==> config.mk <==
export PLATFORM = sky130hd
export DESIGN_NAME = mux8_rr_arbiter
export DESIGN_NICKNAME = d
export VERILOG_FILES = /design/src/rtl/mux8_arb_pkg.sv /design/src/rtl/rr_pick8.sv /design/src/rtl/mux8_rr_arbiter.sv
export SDC_FILE = /design/constraint.sdc
export NUM_CORES = 1
export LEC_CHECK = 0
export CAP_MARGIN = 0
export CORE_MARGIN = 5
export CORE_UTILIZATION = 35
export DETAILED_ROUTE_END_ITERATION = 6
export PLACE_DENSITY = 0.54
export SLEW_MARGIN = 5
export SYNTH_ARGS = -nofsm -noshare
export SYNTH_HDL_FRONTEND = slang
export SYNTH_HIERARCHICAL = 1
export SYNTH_SLANG_ARGS = --single-unit
==> constraint.sdc <==
create_clock -name clk -period 3.8 [get_ports clk]
set_input_delay 0.76 -clock clk [delete_from_list [all_inputs] [get_ports clk]]
set_output_delay 0.76 -clock clk [all_outputs]
set_load 0.05 [all_outputs]
==> src/rtl/mux8_arb_pkg.sv <==
// Shared definitions for the 8-requester round-robin mux arbiter:
// requester count, select/hold-counter widths, FSM state encoding and
// a one-hot decode helper.
package mux8_arb_pkg;

  localparam int N      = 8;
  localparam int SEL_W  = 3;
  localparam int HOLD_W = 8;

  typedef enum logic {
    IDLE = 1'b0,
    OWN  = 1'b1
  } state_t;

  // Binary index to one-hot requester vector.
  function automatic logic [N-1:0] onehot(input logic [SEL_W-1:0] idx);
    return N'(1) << idx;
  endfunction

endpackage

==> src/rtl/rr_pick8.sv <==
// Combinational round-robin picker. Searches the unmasked requests starting
// one past ptr and wrapping modulo 8; reports the first hit. With ptr=7 the
// search order is 0..7, with ptr=i it is i+1..7 then 0..i.
module rr_pick8
  import mux8_arb_pkg::*;
(
  input  logic [N-1:0]     req,
  input  logic [N-1:0]     mask,
  input  logic [SEL_W-1:0] ptr,
  output logic             found,
  output logic [SEL_W-1:0] idx
);

  logic [N-1:0] cand;

  assign cand = req & ~mask;

  // Rotating priority search: first candidate after ptr wins.
  always_comb begin
    // NOTE: every output gets a default before the loop so no path leaves
    // it unassigned; otherwise synthesis would infer a latch.
    found = 1'b0;
    idx   = '0;
    for (int k = 1; k <= N; k++) begin
      // Offset wraps naturally in SEL_W bits; k = N lands back on ptr.
      if (!found && cand[ptr + SEL_W'(k)]) begin
        found = 1'b1;
        idx   = ptr + SEL_W'(k);
      end
    end
  end

endmodule

==> src/rtl/mux8_rr_arbiter.sv <==
// Round-robin arbiter owning the select of an 8:1 bit mux.
// One requester at a time is granted (registered one-hot gnt and binary sel);
// the owner's data bit is forwarded on y. A releasing owner hands over to the
// next rotation winner without an idle bubble.
// Optional feature macro HOLD_LIMIT_EN: caps consecutive ownership at
// MAX_HOLD cycles while others are waiting, pulsing revoked on a forced
// hand-over. Without it revoked is constant 0 and owners hold indefinitely.
module mux8_rr_arbiter
  import mux8_arb_pkg::*;
#(
  parameter int MAX_HOLD = 16
) (
  input  logic             clk,
  input  logic             rst,
  input  logic [N-1:0]     req,
  input  logic [N-1:0]     x,
  output logic [N-1:0]     gnt,
  output logic [SEL_W-1:0] sel,
  output logic             busy,
  output logic             y,
  output logic             revoked
);

  // Reject hold limits the 8-bit counter cannot represent.
  if (MAX_HOLD < 1 || MAX_HOLD > (1 << HOLD_W) - 1) begin : g_bad_max_hold
    $error("mux8_rr_arbiter: MAX_HOLD out of range 1..255");
  end

  state_t           state_q, state_d;
  logic [N-1:0]     gnt_d;
  logic [SEL_W-1:0] sel_d;
  logic [SEL_W-1:0] ptr_q, ptr_d;
  logic             new_grant;

  logic [N-1:0]     pick_mask;
  logic             pick_found;
  logic [SEL_W-1:0] pick_idx;

`ifdef HOLD_LIMIT_EN
  localparam logic [HOLD_W-1:0] HOLD_LAST = HOLD_W'(MAX_HOLD - 1);

  logic [HOLD_W-1:0] hold_q;
  logic              revoke_d;
`endif

  // While owning, the current owner is excluded so a hand-over always
  // targets someone else; when idle every request is eligible.
  assign pick_mask = (state_q == OWN) ? onehot(sel) : '0;

  rr_pick8 u_pick (
    .req   (req),
    .mask  (pick_mask),
    .ptr   (ptr_q),
    .found (pick_found),
    .idx   (pick_idx)
  );

  // Next-state and next-grant decision.
  always_comb begin
    state_d   = state_q;
    gnt_d     = gnt;
    sel_d     = sel;
    ptr_d     = ptr_q;
    new_grant = 1'b0;
`ifdef HOLD_LIMIT_EN
    revoke_d  = 1'b0;
`endif
    case (state_q)
      IDLE: begin
        if (pick_found) new_grant = 1'b1;
      end
      OWN: begin
        if (!req[sel]) begin
          if (pick_found) begin
            new_grant = 1'b1;
          end else begin
            // Nobody else waiting: go idle, sel keeps the last owner.
            state_d = IDLE;
            gnt_d   = '0;
          end
        end
`ifdef HOLD_LIMIT_EN
        else if (hold_q == HOLD_LAST && pick_found) begin
          new_grant = 1'b1;
          revoke_d  = 1'b1;
        end
`endif
      end
      default: begin
        state_d = IDLE;
        gnt_d   = '0;
      end
    endcase
    if (new_grant) begin
      state_d = OWN;
      gnt_d   = onehot(pick_idx);
      sel_d   = pick_idx;
      ptr_d   = pick_idx;
    end
  end

  // Arbitration state register; ptr=7 gives requester 0 first priority.
  always_ff @(posedge clk or posedge rst) begin
    // NOTE: state registers use non-blocking assignments so every flop
    // samples pre-edge values, independent of block evaluation order.
    if (rst) begin
      state_q <= IDLE;
      gnt     <= '0;
      sel     <= '0;
      ptr_q   <= SEL_W'(N - 1);
    end else begin
      state_q <= state_d;
      gnt     <= gnt_d;
      sel     <= sel_d;
      ptr_q   <= ptr_d;
    end
  end

`ifdef HOLD_LIMIT_EN
  // Hold counter: clears on each new grant, counts owned cycles, saturates.
  always_ff @(posedge clk or posedge rst) begin
    if (rst) begin
      hold_q  <= '0;
      revoked <= 1'b0;
    end else begin
      revoked <= revoke_d;
      if (new_grant) begin
        hold_q <= '0;
      end else if (state_q == OWN && hold_q != HOLD_LAST) begin
        hold_q <= hold_q + 1'b1;
      end
    end
  end
`else
  assign revoked = 1'b0;
`endif

  assign busy = |gnt;
  assign y    = busy & x[sel];

endmodule

==> results of run 1 <==
[cell families (layout without fill, tap and decap cells)]
logic type | count (synthesis) | count (layout) | share of synthesized area [%]
xor gates and xnor gates | 3 | 3 | 1.42
buffers and inverters | 17 | 55 | 5.93
muxes | 34 | 34 | 30.0
adders and majority gates | 2 | 2 | 1.35
other | 1 | 1 | 0.202
and+or+nand+nor | 70 | 70 | 21.3
DFF | 15 | 15 | 20.4
AOI/OAI and AO/OA | 44 | 44 | 19.4
[flip-flops by register name (all words and copies together), names as in the netlist]
name and cells:
gnt 8, ptr_q 3, sel 3, state_q 1
[layout by cell type, fill, tap and decap left out, types with 3 or more instances in the layout]
master / n
mux2_2: 4
nor2_1: 18
dfstp_2: 3
a32o_1: 8
o21ai_0: 5
nor2b_1: 12
inv_1: 5
dfrtp_1: 12
clkbuf_8: 3
buf_4: 15
mux2i_1: 10
nor4_1: 3
mux4_2: 12
clkdlybuf4s50_1: 30
a22o_1: 3
nand2_1: 11
a21oi_1: 8
nand2b_1: 13
[area by class of cell]
class                   count  area share, %
clock buffers               4           1.94
inverters                   6           1.51
multi-input cells         154           58.8
flip-flops and latches     15           16.3
well taps                  70           3.76
repair buffers             45           17.7
[through the flow]
stage / worst slack, ns / instance area, um^2
finish: 0.254 / 2330
global route: 0.0581 / 2330
CTS: 0.226 / 2330
detailed placement: 0.0485 / 2280
global placement: 0.0626 / 2280
floorplan: 0.303 / 1860
[worst reg2reg max path: stages (launching register included)]
cell and delay, ns:
dfstp_2 0.64, clkinv_8 0.11, ha_1 0.28, xnor2_1 0.30, mux4_2 0.58, or3_4 0.38
nor3_2 0.29, a221oi_1 0.15, a22oi_1 0.21, buf_4 0.19, nor2b_1 0.17, a32o_1 0.18
[per-layer routing]
layer | global-route usage [%] | vias up | routed length [um]
met5 | 0 | - | 0
met4 | 3.12 | 0 | 79
met3 | 3.27 | 12 | 236
met2 | 23.8 | 52 | 2300
met1 | 19.0 | 798 | 2220
li1 | - | 790 | -
[worst paths after layout]
check | startpoint | end | cells after the start
worst max-delay path | ptr_q[0] | gnt[6] | 11
worst min-delay path | gnt[1] | gnt[1] | 1
worst max register to register | ptr_q[0] | gnt[6] | 11
worst min register to register | gnt[1] | gnt[1] | 1
max in group asynchronous | rst | ptr_q[0] | 2
min in group asynchronous | rst | state_q | 2
==> implementation parameters, run 1 <==
Parameter                              Value

Die
  Initial cell density of the core ... 36.1%
  Die area ... 0.00686 mm^2
  Number of I/O pins ... 32
  Area of the placeable core ... 0.00514 mm^2
  Row count ... 26
  Die Wd ... 82.8 um
  Vertical die dimension ... 82.8 um

Timing
  Worst slew pin tran ... 0.540 ns
  Hold_ws ... 0.535 ns
  Final count of hold timing violations ... 0
  Skew final ... 0.00536 ns
  Worst slew margin relative to its limit ... 64.0%
  Post-Route Setup TNS ... 0 ns
  Final number of setup-violating endpoints ... 0
  Clock period minus final worst setup slack ... 3.55 ns
  RSZ-0062 raised after global routing ... false
  Period utilisation layout ... 93.3%
  Peak Freq ... 282 MHz
  Final Max Slew Viols ... 0

Clocking
  Clock tree from TritonCTS ... yes
  Buffer count from post-CTS setup fixing ... 0
  Clk_lat worst skew ... 0.24 ns
  Number of gates resized after CTS ... 0
  Num CTS Buffers ... 3
  H-tree levels ... 1
  Clock root buffer master ... clkbuf_8
  Maximum clock insertion buffer count ... 2
  Clock net sink count ... 15
  Clock transition at path regs ... 0.06 ns
  Quantity of hold-fixing buffers added after cts ... 0

Logic synthesis
  Area of the mapped netlist ... 0.00186 mm^2
  Post-synthesis cell type count ... 56
  Cell with the most instances after synthesis ... nor2_1
  Number of flops mapped to enable cells by yosys ... 0
  Synthesized instance count ... 186
  Cell types with the largest area share after synthesis ... dfrtp_1 16%, mux4_2 15%, mux2i_1 5.4%, nand2b_1 4.4%, a32o_1 4.3%
  Fraction of the yosys area taken by sequential cells ... 20.4%
  Syn_nets ... 206
  Post-synth top cells ... 18 x nor2_1, 13 x nand2b_1, 12 x dfrtp_1, 12 x mux4_2, 12 x nor2b_1
  Dominant cell type by area after synthesis ... dfrtp_1
  Share of synthesized flip-flops with an asynchronous set or reset ... 100%
  Average instance area after synthesis ... 9.98 um^2
  Commonest register cell after synthesis ... dfrtp_1
  Area share of the largest cell type after synthesis ... 16.2%
  Yosys warning count ... 6
  Flip-flop and latch count after synthesis ... 15

Route
  Number of DRC markers after the initial detailed-route iteration ... 110
  Residual antenna-violating net count after detailed routing ... 0
  Routed wire length ... 4840 um
  # DRC ... 0
  Number of vias after detailed routing ... 1,652
  Post-DR wirelength/cell ... 16.5 um
  Via count normalized by instance count ... 5.62
  Detailed-routing iteration count for the pre-antenna-repair pass ... 4

Setup path
  Largest stage delay on the critical path ... 0.64 ns
  Max stage delay cell, worst path ... dfstp_2
  Required time at the worst-slack endpoint ... 3.98 ns
  WP buf/inv ... 2
  Kind of end point of the critical path ... flip-flop
  Register-to-Register Setup Slack ... 0.25 ns
  Cell class contributing the biggest share of worst-path delay ... simple AND/OR/NAND/NOR gates
  Worst Path Class, Setup ... flip-flop to flip-flop
  Data arrival time at the worst-slack endpoint ... 3.72 ns
  Cells along the critical path ... clkinv_8 > ha_1 > xnor2_1 > mux4_2 > or3_4 > nor3_2 > a221oi_1 > a22oi_1 > buf_4 > nor2b_1 > a32o_1
  Critical Path Start Type ... flip-flop
  Largest fanout on the critical path ... 8

Layout
  Cell Count, Final, Fillers Out ... 294
  Share of cells above drive strength 1 ... 22.8%
  Register Area ... 379 um^2
  Post-Route Utilization ... 45.3%
  Area used by multi-input combinational logic ... 0.00137 mm^2
  Final-layout fill cell count ... 507
  Post-synthesis to final-layout area growth ... 25.3%
  Total inserted antenna cells ... 0
  Post-layout net count ... 245

Global route
  Via count of the first global-routing pass ... 1,710
  Maximum number of pins on one net before global-route repair ... 16
  Final global-route overflow total ... 0
  Initial antenna violation count ... 0
  Wire length of the first global-routing pass ... 8340 um
  Overall Global Routing Usage ... 14.3%

Flow run
  Max_cap viols ... 0

Hold path
  Worst hold path type ... flip-flop to flip-flop

Placed design
  HPWL Detailed ... 4010 um
  Placed cell count ... 290
  Number of buffers added on ports ... 30
  Placer Congestion ... 0.896

Status
  Result of the run ... finished clean
Power of run 1 is not shown: default switching activity piles up to over one toggle a cycle in this logic, so the estimate is an artifact.
==> run 2, diff against run 1 <==
==> constraint.sdc (replaced) <==
create_clock -name clk -period 3.7 [get_ports clk]
set_input_delay 0.74 -clock clk [delete_from_list [all_inputs] [get_ports clk]]
set_output_delay 0.74 -clock clk [all_outputs]
set_load 0.05 [all_outputs]
==> run 2 against run 1 <==
Sequential share of layout area fell by 0.63 points. Via count rose by 3.3%. Utilization is 1.8 points higher. Worst setup slack worse by 0.024 ns. Hold slack lost 0.0032 ns. Design area grew 4.0%. Register-to-register slack better by 0.02 ns. Critical endpoint is now gnt[3].
==> implementation parameters, run 2 (same netlist as run 1, synthesis figures left out) <==
Parameter                              Value

Timing
  RSZ-0062 raised after global routing ... false
  Skew final ... 0.00132 ns
  Final number of setup-violating endpoints ... 0
  Post-Route Setup TNS ... 0 ns
  Peak Freq ... 288 MHz
  Worst slew pin tran ... 0.564 ns
  Worst slew margin relative to its limit ... 62.3%
  Clock period minus final worst setup slack ... 3.47 ns
  Worst Slack Setup Final ... 0.230 ns
  Final count of hold timing violations ... 0
  Period utilisation layout ... 93.8%
  Final Max Slew Viols ... 0

Clocking
  Clk_lat worst skew ... 0.25 ns
  Maximum clock insertion buffer count ... 2
  Num CTS Buffers ... 3
  Clock root buffer master ... clkbuf_8
  Clock tree from TritonCTS ... yes
  Clock transition at path regs ... 0.06 ns
  H-tree levels ... 1
  Clock net sink count ... 15

Setup path
  Critical Path Start Type ... input pin
  WP buf/inv ... 2
  Largest fanout on the critical path ... 7
  Cell class contributing the biggest share of worst-path delay ... simple AND/OR/NAND/NOR gates
  Required time at the worst-slack endpoint ... 3.83 ns
  Kind of end point of the critical path ... flip-flop
  Largest stage delay on the critical path ... 0.50 ns
  Cells along the critical path ... clkdlybuf4s50_1 > nand2b_1 > mux2i_1 > mux4_2 > or3_4 > nor3_2 > a221oi_1 > a22oi_1 > buf_4 > nor2b_1 > a32o_1
  Worst Path Class, Setup ... input pin to flip-flop
  Data arrival time at the worst-slack endpoint ... 3.60 ns
  Max stage delay cell, worst path ... mux4_2

Die
  Area of the placeable core ... 0.00514 mm^2
  Number of I/O pins ... 32
  Die Wd ... 82.8 um
  Row count ... 26
  Vertical die dimension ... 82.8 um
  Initial cell density of the core ... 36.1%
  Die area ... 0.00686 mm^2

Hold path
  Worst hold path type ... flip-flop to flip-flop

Global route
  Via count of the first global-routing pass ... 1,751
  Maximum number of pins on one net before global-route repair ... 16
  Initial antenna violation count ... 0
  Wire length of the first global-routing pass ... 8610 um
  Overall Global Routing Usage ... 15.0%
  Final global-route overflow total ... 0

Route
  Via count normalized by instance count ... 5.61
  Detailed-routing iteration count for the pre-antenna-repair pass ... 4
  Routed wire length ... 5270 um
  Number of vias after detailed routing ... 1,706
  # DRC ... 0
  Post-DR wirelength/cell ... 17.3 um
  Residual antenna-violating net count after detailed routing ... 0
  Number of DRC markers after the initial detailed-route iteration ... 118

Placed design
  HPWL Detailed ... 4250 um
  Number of buffers added on ports ... 30
  Placer Congestion ... 0.903
  Pre-CTS worst setup slack ... -0.0387 ns

Layout
  Largest registers in the final layout ... gnt (8), ptr_q (3), sel (3)
  Post-synthesis to final-layout area growth ... 30.4%
  Most common cell after layout, fill and taps aside ... clkdlybuf4s50_1
  Post-layout net count ... 255
  Top register by number of flip-flops ... gnt
  Flip-flop count of the largest register, all copies and words added ... 8
  Total inserted antenna cells ... 0
  Commonest cells after routing, fill and taps aside ... 30 x clkdlybuf4s50_1, 25 x buf_4, 18 x nor2_1
  Share of cells above drive strength 1 ... 28.2%

Flow run
  Max_cap viols ... 0

Status
  Result of the run ... finished clean
==> run 2: layout make-up <==
type / instances / area (um^2)
well taps: 70 / 87.6
clock buffers: 4 / 45.0
flip-flops and latches: 15 / 379
fillers: 515 / 2720
repair buffers: 55 / 488
multi-input cells: 154 / 1390
inverters: 6 / 35.0
==> run 2: per-stage QoR <==
step	hold slack (ns)	instances	util, %	area [um^2]
2_1_floorplan	0.562	186	-	1860
3_3_place_gp	0.515	297	45.4	2330
3_5_place_dp	0.517	297	45.4	2330
4_1_cts	0.530	301	46.3	2380
5_1_grt	0.572	304	47.1	2420
6_report	0.532	304	47.1	2420
==> run 2: repair_timing <==
action / CTS / global route
hold buffers: 0 / 0
gates resized for setup: 0 / 5
endpoints found under the setup margin: 0 / 10
setup buffers: 0 / 3
endpoints found under the hold margin: 0 / 0
==> run 2: metal layers <==
| layer | GRT usage, % | up-vias | share of wire (%) |
|---|---|---|---|
| met5 | 0 | - | 0 |
| met1 | 19.9 | 811 | 45 |
| met4 | 5.79 | 0 | 3.6 |
| met2 | 23.8 | 71 | 45 |
| met3 | 3.47 | 22 | 6.2 |
| li1 | - | 802 | - |
==> run 2: final timing paths <==
kind | startpoint | endpoint | slack [ns] | cells after the start
min in group asynchronous | rst | gnt[2] | 0.84 | 2
setup reg to reg | ptr_q[0] | gnt[3] | 0.27 | 11
max in group asynchronous | rst | ptr_q[1] | 2.49 | 2
hold / removal | gnt[1] | gnt[1] | 0.53 | 1
hold reg to reg | gnt[1] | gnt[1] | 0.53 | 1
setup / recovery | req[7] | gnt[3] | 0.23 | 11
Power of run 2 is left out for the same reason.
==> run 3, diff against run 2 <==
--- a/config.mk
+++ b/config.mk
@@ -8,8 +8,10 @@
 export CAP_MARGIN = 0
 export CORE_MARGIN = 5
 export CORE_UTILIZATION = 35
+export CTS_CLUSTER_DIAMETER = 80
 export DETAILED_ROUTE_END_ITERATION = 6
 export PLACE_DENSITY = 0.54
+export REMOVE_ABC_BUFFERS = 1
 export SLEW_MARGIN = 5
 export SYNTH_ARGS = -nofsm -noshare
 export SYNTH_HDL_FRONTEND = slang
==> run 3 against run 2 <==
Register-to-register slack got worse by 0.03 ns. Hold slack got worse by 0.0076 ns. Critical endpoint is now gnt[2]. Sequential cell count unchanged. Routed wire length decreased by 2.7%. Largest cell class unchanged. Clock skew increased by 0.00056 ns. First-iteration DRC count decreased by 25%. Non-clock buffer count decreased by 6. Worst setup slack improved by 0.0079 ns. Final cell count decreased by 2.0%. Utilization decreased by 0.85 points. Via count decreased by 1.8%. Maximum frequency increased by 0.23%.
==> implementation parameters, run 3 (same netlist as run 1, synthesis figures left out) <==
Parameter                              Value

Die
  Die Wd ... 82.8 um
  Area of the placeable core ... 0.00514 mm^2
  Initial cell density of the core ... 36.1%
  Die area ... 0.00686 mm^2
  Number of I/O pins ... 32
  Row count ... 26
  Vertical die dimension ... 82.8 um

Timing
  Clock period minus final worst setup slack ... 3.46 ns
  Final Max Slew Viols ... 0
  Final count of hold timing violations ... 0
  Skew final ... 0.00188 ns
  Worst slew margin relative to its limit ... 62.9%
  RSZ-0062 raised after global routing ... false
  Final number of setup-violating endpoints ... 0
  Worst slew pin tran ... 0.555 ns
  Peak Freq ... 289 MHz
  Period utilisation layout ... 93.6%

Layout
  Post-synthesis to final-layout area growth ... 28.0%
  Post-layout net count ... 249
  Flip-flop count of the largest register, all copies and words added ... 8
  Largest registers in the final layout ... gnt (8), ptr_q (3), sel (3)
  Commonest cells after routing, fill and taps aside ... 30 x clkdlybuf4s50_1, 19 x buf_4, 18 x nor2_1
  Most common cell after layout, fill and taps aside ... clkdlybuf4s50_1
  Post-Route Utilization ... 46.3%
  Total inserted antenna cells ... 0
  Top register by number of flip-flops ... gnt
  Share of cells above drive strength 1 ... 25.9%

Placed design
  Number of buffers added on ports ... 30
  Placer Congestion ... 0.913
  HPWL Detailed ... 4230 um

Setup path
  Largest stage delay on the critical path ... 0.68 ns
  Crit path to ... gnt[2]
  Register-to-Register Setup Slack ... 0.24 ns
  Cells along the critical path ... ha_1 > xor2_2 > mux4_2 > or3_4 > nor3_2 > a221oi_1 > a22oi_1 > buf_4 > nor2_1 > a32o_1
  R2r startpoint ... ptr_q[1]
  Worst reg2reg path endpoint ... gnt[2]
  Largest fanout on the critical path ... 13
  Data arrival time at the worst-slack endpoint ... 3.59 ns
  Critical Path Start Type ... flip-flop
  Path depth of the worst reg2reg path ... 10
  Kind of end point of the critical path ... flip-flop
  Required time at the worst-slack endpoint ... 3.83 ns
  Max stage delay cell, worst path ... dfstp_2
  Launching instance or port of the critical path ... ptr_q[1]
  Worst Path Class, Setup ... flip-flop to flip-flop

Global route
  Via count of the first global-routing pass ... 1,803
  Final global-route overflow total ... 0
  Overall Global Routing Usage ... 15.0%
  Maximum number of pins on one net before global-route repair ... 16
  Initial antenna violation count ... 0
  Wire length of the first global-routing pass ... 8670 um

Clocking
  Clk_lat worst skew ... 0.24 ns
  Clock net sink count ... 15
  Clock transition at path regs ... 0.06 ns
  Clock root buffer master ... clkbuf_8
  Clock tree from TritonCTS ... yes
  Num CTS Buffers ... 3
  H-tree levels ... 1
  Maximum clock insertion buffer count ... 2

Route
  # DRC ... 0
  Residual antenna-violating net count after detailed routing ... 0
  Detailed-routing iteration count for the pre-antenna-repair pass ... 4
  Via count normalized by instance count ... 5.62
  Post-DR wirelength/cell ... 17.2 um
  Number of DRC markers after the initial detailed-route iteration ... 88
  Number of vias after detailed routing ... 1,676
  Routed wire length ... 5120 um

Status
  Result of the run ... finished clean

Flow run
  Max_cap viols ... 0

Hold path
  Worst hold path type ... flip-flop to flip-flop
## run 3: critical path: cells and delay by family, from the launching register on
family,cells,cell delay [ns]
AO/OA/AOI/OAI,3,0.62
XOR/XNOR,1,0.21
adder cells (fa/ha/maj),1,0.33
buffers and inverters,1,0.18
flip-flops,1,0.68
multiplexers,1,0.54
AND/OR/NAND/NOR,3,0.78
## run 3: through the flow
| step | setup TNS [ns] | cell area [um^2] | hold WS (ns) | instances | setup WS [ns] |
|---|---|---|---|---|---|
| after floorplan | 0 | 1780 | 0.623 | 175 | 0.100 |
| after global placement | 0 | 2310 | 0.510 | 294 | 0.0519 |
| after detailed placement | -0.00776 | 2310 | 0.513 | 294 | -0.00776 |
| after CTS | 0 | 2360 | 0.526 | 298 | 0.152 |
| after global routing | 0 | 2380 | 0.564 | 298 | 0.0278 |
| final | 0 | 2380 | 0.525 | 298 | 0.238 |
## run 3: worst min-delay path by stage
stage	startpoint	endpoint	slack (ns)	cells past startpoint
2_1_floorplan	ptr_q[1]	ptr_q[1]	0.62	1
3_3_place_gp	gnt[0]	gnt[0]	0.51	1
3_5_place_dp	gnt[0]	gnt[0]	0.51	1
4_1_cts	gnt[0]	gnt[0]	0.53	1
5_1_grt	gnt[3]	gnt[3]	0.56	1
6_report	gnt[6]	gnt[6]	0.52	1
## run 3: layout make-up
cell class                 instances  area [um^2]
inverter                           6         35.0
sequential                        15          379
clock buffer                       4         45.0
fill                             536         2760
timing repair buffer              49          443
multi-input combinational        154         1390
tap                               70         87.6
## run 3: repair_timing
| action | in CTS | in global routing |
|---|---|---|
| gates resized for setup | 0 | 4 |
| setup endpoints to repair | 0 | 8 |
| setup buffers | 0 | 0 |
| hold buffers | 0 | 0 |
## run 3: per-layer routing
layer	up-vias	global-route usage [%]	routed length, um
met3	6	2.18	171
met1	827	19.8	2350
li1	795	-	-
met5	-	0	0
met4	0	1.93	51
met2	48	26.5	2550
Power of run 3 is left out for the same reason.
==> patch: new RTL, settings of run 1 <==
Set the package constant `N` to 12 (it was 8).
--- a/src/rtl/mux8_arb_pkg.sv
+++ b/src/rtl/mux8_arb_pkg.sv
@@ -4,5 +4,5 @@
 package mux8_arb_pkg;
 
-  localparam int N      = 8;
+  localparam int N      = 12;
   localparam int SEL_W  = 3;
   localparam int HOLD_W = 8;
Interface: changed (resized gnt, req and x); port bits go from 32 to 44. No check against the original RTL was run, so the function may have changed too.
==> patch against run 1 <==
- final area increased by 11%
- worst setup slack worse by 0.059 ns
- routed wire length increased by 11%
- core utilization increased by 1.8 points
- critical path depth is 1 higher
- sequential cell count decreased by 1
- non-clock buffer count rose by 19
- synthesized area grew 5.2%
- largest cell class unchanged
Power is left out: the tool's default activity adds up to more than one toggle a clock period on the data nets, which glitch-free logic cannot reach.
==> patch: results (changes against run 1) <==
- Number of DRC markers in iteration 0: 82 (-25%)
- Clk pin slew, worst setup/hold paths: 0.06 ns (about the same)
- Detailed placement HPWL: 4.37 mm (+9.0%)
- Syn. warnings: 6 (unchanged)
- Vias in the first global route: 1861 (+8.8%)
- First-pass GRT wire length: 9.11 mm (+9.3%)
- Max stage delay on crit path: 0.53 ns (-0.11 ns)
- Placed insts: 327 (+13%)
- Top cells by count, synth: 19 x mux2i_1, 15 x nor2_1, 14 x nand2_1, 14 x nor2b_1
- Htree depth: 1 (unchanged)
- Antenna violations before repair: 0 (unchanged)
- Tot GR Track Use: 0.152 (+0.00877)
- Worst-Skew Late Latency: 0.24 ns (about the same)
- Syn avg cell area: 9.67 µm² (-3.1%)
- Share of cells above drive strength 1: 0.290 (+0.0619)
- Slowest-stage cell, CP: mux4_2
- Synth top area cells: dfrtp_1 15%, mux4_2 14%, mux2i_1 9.7%, nor2b_1 4.5%, mux2_2 3.5%
- CP arrival: 3.78 ns (+0.06 ns)
- Placement Setup Slack: -0.106 ns (-0.155 ns)
- Asr flop ratio synth: 1.00 (unchanged)
- Largest delay share family, worst path: buffers and inverters
- Worst-path fanout max: 6 (-2)
- Clock Tree Buf Depth: 2 (unchanged)
- Outcome: complete, no violations
- Number of nets in the layout: 288 (+18%)
- CTS Root Cell: clkbuf_8
- Main synth FF type: dfrtp_1
- FF-to-FF setup slack: 0.39 ns (+0.14 ns)
- Routability cong.: 0.853 (-4.8%)
- Synth unique cells: 63 (+13%)
- DP Area: 2510 µm² (+9.9%)
- Port Buffers: 30 (unchanged)
- Sequential share of the synthesized area: 0.181 (-0.0235)
- Skew final: 0.000862 ns (-0.00450 ns)
- Post-route minimum period: 3.60 ns (+0.0589 ns)
- Drt pass-1 iters: 4 (unchanged)
- Final WL: 5.36 mm (+11%)
- Final non-filler cell total: 331 (+13%)
- Vias per Instance: 5.52 (-1.8%)
- Largest net degree at the start of global routing: 19 (+3)
- HP Class: reg2reg
- Fill cells: 570 (+12%)
- Area fraction of the dominant cell type after synthesis: 0.154 (-0.00798)
- Regs by FF count: gnt x8, sel x3, ptr_q x2
- Diode count: 0 (unchanged)
- TritonCTS Buffers: 3 (unchanged)
- Slew headroom: 0.524 (-0.115)
[patch: per-stage QoR]
| step | setup TNS (ns) | hold WS, ns |
|---|---|---|
| after floorplan | 0 | 0.609 |
| after global routing | 0 | 0.551 |
| final | 0 | 0.531 |
| after CTS | 0 | 0.537 |
| after global placement | -0.223 | 0.516 |
| after detailed placement | -0.504 | 0.512 |
[patch: layout make-up]
type                            count  area [µm²]  share of cell area
Timing Repair Buffer               64         556               0.215
Clock buffer                        4        55.1              0.0213
Tap cell                           72        90.1              0.0349
Sequential cell                    14         353               0.137
Multi-Input combinational cell    172        1500               0.583
Inverter                            5        21.3             0.00825
[patch: logic make-up (layout without fill, tap and decap cells)]
family          count (synthesis)  count (layout)  synth area share
compound gates                 45              45             0.184
other cells                     1               5           0.00192
xor+xnor                        3               3            0.0231
buf+inv                        20              73            0.0647
simple gates                   75              75             0.213
flops                          14              14             0.181
mux                            42              42             0.320
fa+ha+maj                       2               2            0.0128
[patch: final timing paths]
| check | startpoint | to | depth (start not counted) |
|---|---|---|---|
| max | req[5] | gnt[4]$_DFFE_PP0P_ | 12 |
| min | gnt[1]$_DFFE_PP0P_ | gnt[1]$_DFFE_PP0P_ | 1 |
| max reg2reg | ptr_q[0]$_DFFE_PP1P_ | gnt[4]$_DFFE_PP0P_ | 12 |
| min reg2reg | gnt[1]$_DFFE_PP0P_ | gnt[1]$_DFFE_PP0P_ | 1 |
| max in group asynchronous | rst | ptr_q[0]$_DFFE_PP1P_ | 2 |
| min in group asynchronous | rst | gnt[1]$_DFFE_PP0P_ | 2 |
[patch: metal layers]
metal  vias to the layer above  GRT usage  wire length (µm)
met5                         -          0                 0
met4                         0     0.0302                53
met3                         6     0.0118               195
met2                        47      0.257              2590
met1                       890      0.213              2520
li1                        884          -                 -
[patch: timing repair]
| action | in CTS | in global routing |
|---|---|---|
| setup endpoints to repair | 0 | 5 |
| setup buffers | 0 | 0 |
| resized for setup | 0 | 5 |
